==> src/rtl/arb_pkg.sv <==
// Shared types and constants for the two-requester round-robin arbiter.
package arb_pkg;

  localparam int unsigned ARB_DATA_W = 64;

  typedef enum logic [1:0] {
    IDLE  = 2'd0,
    LOCK0 = 2'd1,
    LOCK1 = 2'd2
  } arb_state_t;

endpackage

==> src/rtl/rr_pick2.sv <==
// Combinational grant selection: round-robin priority in IDLE, fixed owner while locked.
module rr_pick2
  import arb_pkg::*;
(
  input  logic [1:0] valid,
  input  logic       prio,
  input  arb_state_t state,
  output logic       grant,
  output logic       grant_vld
);

  always_comb begin
    grant     = prio;
    grant_vld = 1'b0;
    case (state)
      LOCK0: begin
        grant     = 1'b0;
        grant_vld = valid[0];
      end
      LOCK1: begin
        grant     = 1'b1;
        grant_vld = valid[1];
      end
      default: begin
        if (valid == 2'b01) begin
          grant = 1'b0;
        end else if (valid == 2'b10) begin
          grant = 1'b1;
        end
        grant_vld = |valid;
      end
    endcase
  end

endmodule

==> src/rtl/rr_arbiter2x64.sv <==
// Round-robin 2:1 arbiter with burst locking and a one-entry registered output stage.
module rr_arbiter2x64
  import arb_pkg::*;
#(
  parameter int unsigned DATA_W  = ARB_DATA_W,
  parameter bit          LOCK_EN = 1'b1
) (
  input  logic                   clk,
  input  logic                   reset,
  input  logic [1:0]             req_valid,
  input  logic [1:0][DATA_W-1:0] req_data,
  input  logic [1:0]             req_last,
  output logic [1:0]             req_ready,
  output logic                   out_valid,
  output logic [DATA_W-1:0]      out_data,
  output logic                   out_last,
  output logic                   out_src,
  input  logic                   out_ready,
  output logic                   busy
);

  arb_state_t state_q, state_d;
  logic       prio_q, prio_d;
  logic       grant, grant_vld;
  logic       ld, xfer, beat_last;

  rr_pick2 u_pick (
    .valid     (req_valid),
    .prio      (prio_q),
    .state     (state_q),
    .grant     (grant),
    .grant_vld (grant_vld)
  );

  // Output stage can take a beat when empty or draining this cycle.
  assign ld        = !out_valid || out_ready;
  assign xfer      = ld && grant_vld && !reset;
  assign req_ready = xfer ? (grant ? 2'b10 : 2'b01) : 2'b00;
  assign beat_last = !LOCK_EN || req_last[grant];

  // Next-state and round-robin priority update.
  always_comb begin
    state_d = state_q;
    prio_d  = prio_q;
    if (xfer) begin
      if (beat_last) begin
        state_d = IDLE;
        prio_d  = ~grant;
      end else begin
        state_d = grant ? LOCK1 : LOCK0;
      end
    end
  end

  always_ff @(posedge clk) begin
    if (reset) begin
      state_q <= IDLE;
      prio_q  <= 1'b0;
      busy    <= 1'b0;
    end else begin
      state_q <= state_d;
      prio_q  <= prio_d;
      busy    <= (state_d != IDLE);
    end
  end

  // Registered output beat; data is held across bubbles.
  always_ff @(posedge clk) begin
    if (reset) begin
      out_valid <= 1'b0;
      out_data  <= '0;
      out_last  <= 1'b0;
      out_src   <= 1'b0;
    end else if (ld) begin
      if (xfer) begin
        out_valid <= 1'b1;
        out_data  <= req_data[grant];
        out_last  <= beat_last;
        out_src   <= grant;
      end else begin
        out_valid <= 1'b0;
      end
    end
  end

endmodule

==> config.mk <==
export PLATFORM = sky130hd
export DESIGN_NAME = rr_arbiter2x64
export DESIGN_NICKNAME = d
export VERILOG_FILES = /design/src/rtl/arb_pkg.sv /design/src/rtl/rr_pick2.sv /design/src/rtl/rr_arbiter2x64.sv
export SDC_FILE = /design/constraint.sdc
export NUM_CORES = 1
export LEC_CHECK = 0
export ABC_AREA = 1
export CORE_ASPECT_RATIO = 0.5
export CORE_MARGIN = 5
export CORE_UTILIZATION = 30
export CTS_CLUSTER_SIZE = 14
export DETAILED_ROUTE_END_ITERATION = 6
export HOLD_SLACK_MARGIN = 0.08
export PLACE_DENSITY = 0.69
export SETUP_SLACK_MARGIN = 0.4
export SLEW_MARGIN = 0
export SYNTH_ARGS = -nofsm -noshare
export SYNTH_HDL_FRONTEND = slang
export SYNTH_HIERARCHICAL = 1
export SYNTH_SLANG_ARGS = --single-unit
==> constraint.sdc <==
create_clock -name clk -period 2.2 [get_ports clk]
set_input_delay 0.33 -clock clk [delete_from_list [all_inputs] [get_ports clk]]
set_output_delay 0.33 -clock clk [all_outputs]
set_load 0.05 [all_outputs]
## Word-level counts from Yosys, hierarchy flattened

Cells that the tools add are included.
Widths: inputs -> output; s select.

| word-level totals | value |
|---|---|
| register bits | 71 |
| latch bits | 0 |
| word-level logic and storage cells | 35 |
| output and inout bits | 70 |
| RAM bits | 0 |
| input port bits | 135 |
| bits in read-only memories | 0 |
| memories kept | 0 |

| operators by class | value |
|---|---|
| reductions and logical operators | 9 |
| bitwise logic cells | 1 |
| multipliers | 0 |
| $add $sub $neg | 0 |
| shifts and indexed selects | 0 |
| divide/modulo/power cells | 0 |
| order comparisons | 1 |
| multiplexer cells | 13 |
| equal/unequal tests | 4 |

Operators by type and width:

| kind | number |
|---|---|
| $mux 64 | 2 |
| $mux 2 | 4 |
| $mux 1 | 5 |
| $eq 2x1->1 const B | 2 |
| $eq 2x2->1 const B | 2 |
| $pmux 1 s2 | 2 |
| $reduce_and 2->1 | 2 |
| $logic_and 1x1->1 | 2 |
| $logic_not 1->1 | 2 |
| $lt 1x2->1 const B | 1 |
| $reduce_bool 2->1 | 1 |
| $reduce_or 2->1 | 1 |
| $logic_or 1x1->1 | 1 |
| $not 1->1 | 1 |

## Longest topological paths before layout

Gate-level depths: netlist of the first run.

| depth | value |
|---|---|
| depth after elaboration | 9 |
| mapped depth | 13 |
| gate-level depth less buffers | 11 |

## Hierarchy

The synthesis of the first run kept the hierarchy.

By module, submodules not included:

| module | times used | area each (sq um) | cells each |
|---|---|---|---|
| rr_arbiter2x64 | 1 | 3121.7 | 399 |
| rr_pick2 | 1 | 88.8 | 17 |

## Worst setup path after synthesis of the first run

No wires, ideal clock.

| timing path | value |
|---|---|
| kind | flip-flop to output port |
| start point | register state_q[0] |
| end point | output port req_ready[1] |
| stages on the path, launching flop included | 12 |
| setup slack | -0.162 ns |
| arrival time | 2.032 ns |
| data required time | 1.870 ns |
| cell sequence | dfxtp_1 inv_1 ha_1 inv_1 a21oi_2 nand2_1 nand2_1 buf_2 inv_2 buf_2 buf_2 nor2_1 |

| on the way | value |
|---|---|
| elaborated cells between the ends (all ways) | 8 |
| those cells by class | 2 x eq/ne; 4 x mux; 2 x reduce/logical |

RTL lines:

| what | RTL line | source |
|---|---|---|
| start: declaration | rr_arbiter2x64.sv:22 | `arb_state_t state_q, state_d;` |
| start signal: assignment | rr_arbiter2x64.sv:61 | `state_q <= state_d;` |
| $eq 2x2->1 / $eq 2x1->1 (equally long branches) | rr_pick2.sv:15 | `case (state)` |
| $pmux 1 s2 * | rr_pick2.sv:15 |  |
| named net grant | rr_arbiter2x64.sv:24 | `logic grant, grant_vld;` |
| $mux 2 * (2 in series) | rr_arbiter2x64.sv:38 | `assign req_ready = xfer ? (grant ? 2'b10 : 2'b01) : 2'b00;` |
| end: declaration | rr_arbiter2x64.sv:13 | `output logic [1:0] req_ready,` |

Mark *: on every way through the listed nets, which the timed path passes. The rest lies on a longest branch.

## Worst setup path after layout of the first run

| timing path | value |
|---|---|
| start point | register state_q[0] |
| end point | output port req_ready[0] |

Same word-level chain as after synthesis.

==> results of run 1 <==
-- power groups by stage --
stage / Combinational, mW / Sequential, mW / Clock [mW]
after floorplan: 0.529 / 2.45 / 0
after global placement: 2.17 / 1.65 / 0
after detailed placement: 2.18 / 1.66 / 0
after CTS: 2.09 / 1.63 / 1.39
after global routing: 2.50 / 1.68 / 1.44
final: 2.37 / 1.65 / 1.37
-- what timing repair did --
action,in CTS,in global routing
resized for setup,65,67
cloned,1,15
buffers inserted,4,11
pin swaps,7,16
endpoints found under the setup margin,63,70
-- worst max-delay path, cell delays in order, from the launching register on --
cell and delay [ns]:
sky130_fd_sc_hd__dfxtp_2 0.34, sky130_fd_sc_hd__inv_2 0.04, sky130_fd_sc_hd__ha_4 0.27, sky130_fd_sc_hd__inv_2 0.04, sky130_fd_sc_hd__a21oi_2 0.12, sky130_fd_sc_hd__nand2_2 0.08
sky130_fd_sc_hd__nand2_4 0.14, sky130_fd_sc_hd__buf_12 0.13, sky130_fd_sc_hd__nor2_4 0.04, sky130_fd_sc_hd__buf_12 0.14
-- worst paths after layout --
check | startpoint | to | slack, ns | cells after the start
hold reg to reg | prio_q | prio_q | 0.47 | 2
hold / removal | prio_q | prio_q | 0.47 | 2
setup reg to reg | state_q[0] | out_data[40] | 0.27 | 13
setup / recovery | state_q[0] | req_ready[0] | 0.19 | 9
-- cell type report --
type                       count  area (µm²)  share of cell area, %
inverter                      14        60.1                  0.950
clock buffer                  15         278                   4.39
tap                          140         175                   2.77
timing repair buffer         244        2670                   42.2
multi-input combinational    295        1720                   27.2
sequential                    71        1420                   22.5
-- layer usage --
layer / wire (µm) / GRT usage [%]
met1: 6030 / 19.3
met2: 7130 / 32.3
met3: 559 / 3.89
met4: 301 / 5.83
met5: 0 / 0
-- cells by family after synthesis --
family,count (synthesis),synth area share (%)
compound gates,200,36.3
simple gates,93,11.3
flops,71,44.3
buf+inv,50,7.33
fa+ha+maj,2,0.779
-- cell usage after synthesis (all sizes together) --
master / n / area [µm²]
o21ai: 4 / 20.0
a21boi: 64 / 480
a21oi: 132 / 664
nand2: 82 / 310
nand3: 4 / 20.0
buf: 27 / 149
clkbuf: 9 / 33.8
nor2: 7 / 33.8
ha: 2 / 25.0
inv: 14 / 52.6
dfxtp: 71 / 1420
-- registers in the layout (all words and copies together) (netlist names) --
name / cells
busy: 1
out_data: 64
out_last: 1
out_src: 1
out_valid: 1
prio_q: 1
state_q: 2
-- metrics by stage --
stage	hold WS, ns	utilization [%]
after global routing	0.489	61.3
after detailed placement	0.459	52.9
after CTS	0.466	55.5
final	0.468	61.3
after floorplan	0.399	-
after global placement	0.455	52.9
==> impl_summary.txt, run 1 <==
----------------------------------------------------
[Status]
  Result of the run ... finished, final reports clean

[Drt]
  Total Routed Length ... 14000 µm
  Drc violations ... 0
  Initial drt markers ... 225
  Total number of vias ... 3797
  Number of vias per cell ... 4.87
  Antenna-violating nets left ... 0
  Average wire per cell in the routed design ... roughly 18 µm
  First-pass iteration count of the detailed router ... 4

[Place]
  PortBufs ... 204
  Half-perimeter wire length after detailed placement ... ~8300 µm
  Final weighted congestion in routability-driven placement ... 0.802
  DP Cell Count ... around 730
  Instance area after placement ... 5450 µm²
  Worst slack after detailed placement ... between 0.15 and 0.2 ns

[Timing]
  Peak clock frequency supported by timing ... 496 MHz
  Crit share post-route ... 91.6%
  Final Max Tran Viols ... 0
  RSZ-0062 raised after global routing ... true
  Worst clock skew ... roughly 0.0042 ns
  Slew @ Worst Pin ... 0.543 ns
  Final critical path time including I/O delays and setup ... 2.01 ns
  Accumulated negative setup slack ... 0 ns
  Final setup violation count ... 0
  Number of hold violations in the final report ... 0
  Setup slack of the critical path after layout ... about 0.19 ns
  Normalized max-slew margin ... 63.9%

[Cells and area]
  Post-Layout Inst Area ... 6320 µm²
  Area growth from synthesis to layout ... 97.0%
  Commonest non-fill, non-tap cell in the layout ... sky130_fd_sc_hd__clkdlybuf4s50_1
  Fin cells ... between 700 and 800
  Fraction of layout instances using a drive strength above 1 ... roughly 16%
  Commonest cells after routing, fill and taps aside ... sky130_fd_sc_hd__clkdlybuf4s50_1 (135), sky130_fd_sc_hd__a21oi_1 (106), sky130_fd_sc_hd__nand2_1 (77), sky130_fd_sc_hd__dfxtp_1 (69)
  Filler Cell Count ... approximately 880
  Total number of nets in the final design ... 772
  Antenna diodes ... 0

[Pwr]
  Switching share of power ... 39.1%
  NetSw ... 2.11 mW
  Combinational group share of total power ... 44.0%
  Clock group share of total power ... 25.4%
  Static leakage ... 2.75 nW
  Power Density ... 851 nW/µm²
  Portion of total power attributed to sequential cells ... a little under a third
  Max rail drop VDD ... 0.468 mV
  Cell internal pwr ... 3.28 mW
  Total power consumption of the routed design ... between 5 and 6 mW

[Floorplanning]
  Standard cell core area ... around 10000 µm²
  Die boundary height ... 83.2 µm
  Die footprint ... 13000 µm²
  Io pins ... roughly 210
  Number of core rows ... 26
  Initial core utilization ... between 30% and 40%
  Die Width ... 156 µm

[GRT]
  Antenna violations before repair ... 0
  Total global routing track utilization ... 17.3%
  GRT Residual Overflow ... 0
  First-pass GRT wire length ... 18100 µm
  Vias in the first global route ... 3515
  Maximum number of pins on one net before global-route repair ... 68

[Synthesis]
  Gate Count Post-Synth ... around 420
  Post-synthesis sequential area ratio ... 44.3%
  Post-synthesis register bit count ... 71
  Synthesized area per cell ... 7.72 µm²
  Yosys cell types ... 18
  Total standard cell area after synthesis ... 3210 µm²
  Net Count, Synth ... 553
  Yosys warnings ... 6

[Critical path]
  Data arrival time of the critical path ... 1.68 ns
  Critical Path Sink Type ... output port
  Kind of critical path ... reg2out
  Launching element type of the critical path ... register
  Max FO, Critical Path ... 5
  Worst path required time ... 1.87 ns

[Clock network]
  Maximum buffer depth of the clock tree ... 2
  Quantity of hold-fixing buffers added after cts ... 0
  Number of buffers inserted during clock tree synthesis ... 9
  TritonCTS clock tree ... yes
  Clock insertion delay at the later pin of the skew report ... ~0.33 ns
  CTS H-Tree Depth ... 3
  CTS sink cnt ... 71
  Root cell of the clock tree ... sky130_fd_sc_hd__clkbuf_16
  Clock transition at the registers of the reported paths ... 0.05 ns

[Run]
  Number of violations of the max-capacitance limit ... 0

[Worst hold path]
  Type of the tightest min-delay check ... reg2reg

----------------------------------------------------
(Power assumes the default switching activity.)
==> run 2, diff against run 1 <==
Settings changed: CELL_PAD_IN_SITES_DETAIL_PLACEMENT from default to 0, CELL_PAD_IN_SITES_GLOBAL_PLACEMENT from default to 1, CORE_UTILIZATION 30 to 25, PLACE_DENSITY 0.69 to 0.83.
==> impl_summary.txt, run 2 (same netlist as run 1, synthesis figures left out) <==
----------------------------------------------------
[Timing]
  Accumulated negative setup slack ... 0 ns (unchanged)
  Peak clock frequency supported by timing ... 477 MHz (-3.9%)
  Hold Worst Slack ... 0.484 ns (+0.0151 ns)
  Worst clock skew ... 0.00702 ns (+0.00281 ns)
  Final Max Tran Viols ... 0 (unchanged)
  RSZ-0062 raised after global routing ... true
  Number of hold violations in the final report ... 0 (unchanged)
  Final critical path time including I/O delays and setup ... 2.10 ns (+0.0820 ns)
  Setup slack of the critical path after layout ... 0.103 ns (-0.0820 ns)
  Final setup violation count ... 0 (unchanged)
  Normalized max-slew margin ... 62.5% (-1.4 points)
  Slew @ Worst Pin ... 0.565 ns (+0.0218 ns)
  Crit share post-route ... 95.3% (+3.7 points)

[GRT]
  Maximum number of pins on one net before global-route repair ... 68 (unchanged)
  First-pass GRT wire length ... 23300 µm (+29%)
  Total global routing track utilization ... 19.6% (+2.3 points)
  GRT Residual Overflow ... 0 (unchanged)
  Vias in the first global route ... 4086 (+16%)
  Antenna violations before repair ... 0 (unchanged)

[Floorplanning]
  Die boundary height ... 90.1 µm (+8.4%)
  Io pins ... 205 (unchanged)
  Number of core rows ... 29 (+12%)
  Initial core utilization ... 25.4% (-5.7 points)
  Die Width ... 170 µm (+8.9%)
  Die footprint ... 15300 µm² (+18%)
  Standard cell core area ... 12600 µm² (+22%)

[Worst hold path]
  Hold Crit Start ... prio_q
  Type of the tightest min-delay check ... reg2reg

[Clock network]
  Clock transition at the registers of the reported paths ... 0.05 ns (about the same)
  Number of buffers inserted during clock tree synthesis ... 9 (unchanged)
  Maximum buffer depth of the clock tree ... 2 (unchanged)
  Clock insertion delay at the later pin of the skew report ... 0.33 ns (about the same)
  CTS H-Tree Depth ... 3 (unchanged)
  Root cell of the clock tree ... sky130_fd_sc_hd__clkbuf_16
  CTS sink cnt ... 71 (unchanged)
  Quantity of hold-fixing buffers added after cts ... 0 (unchanged)
  TritonCTS clock tree ... yes

[Critical path]
  Reg2Reg Launch Point ... state_q[0]
  Launching element type of the critical path ... register
  Crit-path cells ... inv_2 -> ha_4 -> o21ai_2 -> nand2_1 -> buf_4 -> buf_6 -> buf_6 -> nand2_4 -> nor2_4 -> buf_8 -> buf_12 -> buf_12 -> buf_16 -> a21oi_4 -> a21oi_2
  Critical Path Sink Type ... register
  Worst path required time ... 2.41 ns (+0.54 ns)
  Slowest stage delay, CP ... 0.34 ns (about the same)
  Max FO, Critical Path ... 4 (-1)
  Slowest cell on the critical path ... sky130_fd_sc_hd__dfxtp_2
  Data arrival time of the critical path ... 2.31 ns (+0.63 ns)
  Crit path launch ... state_q[0]
  Kind of critical path ... reg2reg

[Drt]
  Total Routed Length ... 16000 µm (+14%)
  Drc violations ... 0 (unchanged)
  Number of vias per cell ... 4.86 (-0.25%)
  Total number of vias ... 4016 (+5.8%)
  Antenna-violating nets left ... 0 (unchanged)
  Initial drt markers ... 202 (-10%)
  First-pass iteration count of the detailed router ... 4 (unchanged)
  Average wire per cell in the routed design ... 19.4 µm (+7.5%)

[Cells and area]
  Fraction of layout instances using a drive strength above 1 ... 25.6% (+10 points)
  Most flop-heavy register ... out_data
  Total number of nets in the final design ... 789 (+2.2%)
  Commonest non-fill, non-tap cell in the layout ... sky130_fd_sc_hd__clkdlybuf4s50_1
  Antenna diodes ... 0 (unchanged)
  Largest registers ... out_data x64, state_q x2
  Max FFs per register ... 64 (unchanged)
  Commonest cells after routing, fill and taps aside ... sky130_fd_sc_hd__clkdlybuf4s50_1 (134), sky130_fd_sc_hd__nand2_1 (75), sky130_fd_sc_hd__a21oi_2 (73), sky130_fd_sc_hd__dfxtp_1 (69)
  Area growth from synthesis to layout ... 115%

[Pwr]
  Total power consumption of the routed design ... 5.67 mW (+5.2%)
  Combinational group share of total power ... 47.4% (+3.4 points)
  Clock group share of total power ... 23.3% (-2.1 points)
  Switching share of power ... 40.3% (+1.1 points)
  Max rail drop VDD ... 0.354 mV (-24%)
  Static leakage ... 2.92 nW (+6.1%)
  NetSw ... 2.28 mW (+8.3%)
  Portion of total power attributed to sequential cells ... 29.3% (-1.3 points)
  Cell internal pwr ... 3.38 mW (+3.3%)
  Power Density ... 820 nW/µm² (-3.6%)

[Place]
  Half-perimeter wire length after detailed placement ... 8620 µm (+3.3%)
  PortBufs ... 204 (unchanged)
  Final weighted congestion in routability-driven placement ... 0.795 (-0.84%)
  Worst slack after detailed placement ... 0.0681 ns (-0.0894 ns)

[Status]
  Result of the run ... finished, final reports clean

[Run]
  Number of violations of the max-capacitance limit ... 0 (unchanged)

----------------------------------------------------
-- run 2: cell types whose count changed in the layout (fill, tap and decap cells not counted), moves of 3 or more --
cell | previous run | this run
sky130_fd_sc_hd__buf_16 | 1 | 18
sky130_fd_sc_hd__buf_4 | 9 | 18
sky130_fd_sc_hd__a21oi_1 | 106 | 55
sky130_fd_sc_hd__a21oi_2 | 25 | 73
sky130_fd_sc_hd__clkbuf_16 | 18 | 10
sky130_fd_sc_hd__a21oi_4 | 1 | 4
-- run 2: layout make-up --
type / instances / area (µm²)
fill: 1092 / 5720
clock inverter: 1 / 5.00
timing repair buffer: 261 / 3000
sequential: 71 / 1420
clock buffer: 14 / 254
inverter: 14 / 55.1
multi-input combinational: 295 / 1950
tap: 170 / 213
-- run 2: path summary, 6_finish.rpt --
| check | end | slack [ns] | cells after the start |
|---|---|---|---|
| max | out_data[12] | 0.10 | 15 |
| min | prio_q | 0.48 | 2 |
| max reg2reg | out_data[12] | 0.10 | 15 |
| min reg2reg | prio_q | 0.48 | 2 |
-- run 2: metrics by stage --
| step | cells | util [%] | area (µm²) |
|---|---|---|---|
| 2_1_floorplan | 416 | - | 3250 |
| 3_3_place_gp | 762 | 43.2 | 5460 |
| 3_5_place_dp | 762 | 43.2 | 5460 |
| 4_1_cts | 819 | 53.3 | 6730 |
| 5_1_grt | 826 | 54.7 | 6910 |
| 6_report | 826 | 54.7 | 6910 |
-- run 2: layer usage --
metal / part of all wire, % / routed length (µm) / track usage [%] / vias to the layer above
met2: 51 / 8100 / 34.2 / 137
met1: 41 / 6600 / 23.6 / 1940
met3: 5.3 / 855 / 4.69 / 34
li1: - / - / - / 1905
met5: 0 / 0 / 0 / -
met4: 2.7 / 432 / 6.78 / 0
-- run 2: worst max-delay path, delay by kind of cell, from the launching register on --
kind            cells  cell delay [ns]
buf+inv             8             0.94
fa+ha+maj           1             0.23
compound gates      3             0.27
flops               1             0.34
simple gates        3             0.20
-- run 2: power by group through the flow --
stage	Sequential [mW]	Clock, mW	Combinational [mW]
global route	1.69	1.42	2.81
floorplan	2.45	0	0.529
detailed placement	1.66	0	2.18
CTS	1.65	1.35	2.59
global placement	1.65	0	2.17
finish	1.66	1.32	2.69
-- run 2: what timing repair did --
item | CTS | global route
gates resized for setup | 177 | 27
cloned | 17 | 1
setup buffers | 25 | 6
pin swaps | 13 | 11
endpoints found under the setup margin | 104 | 80
==> run 3, diff against run 2 <==
Settings changed: SLEW_MARGIN 0 to default.
==> results of run 3 <==
Final layout, timing and power as in run 2 (identical DEF).
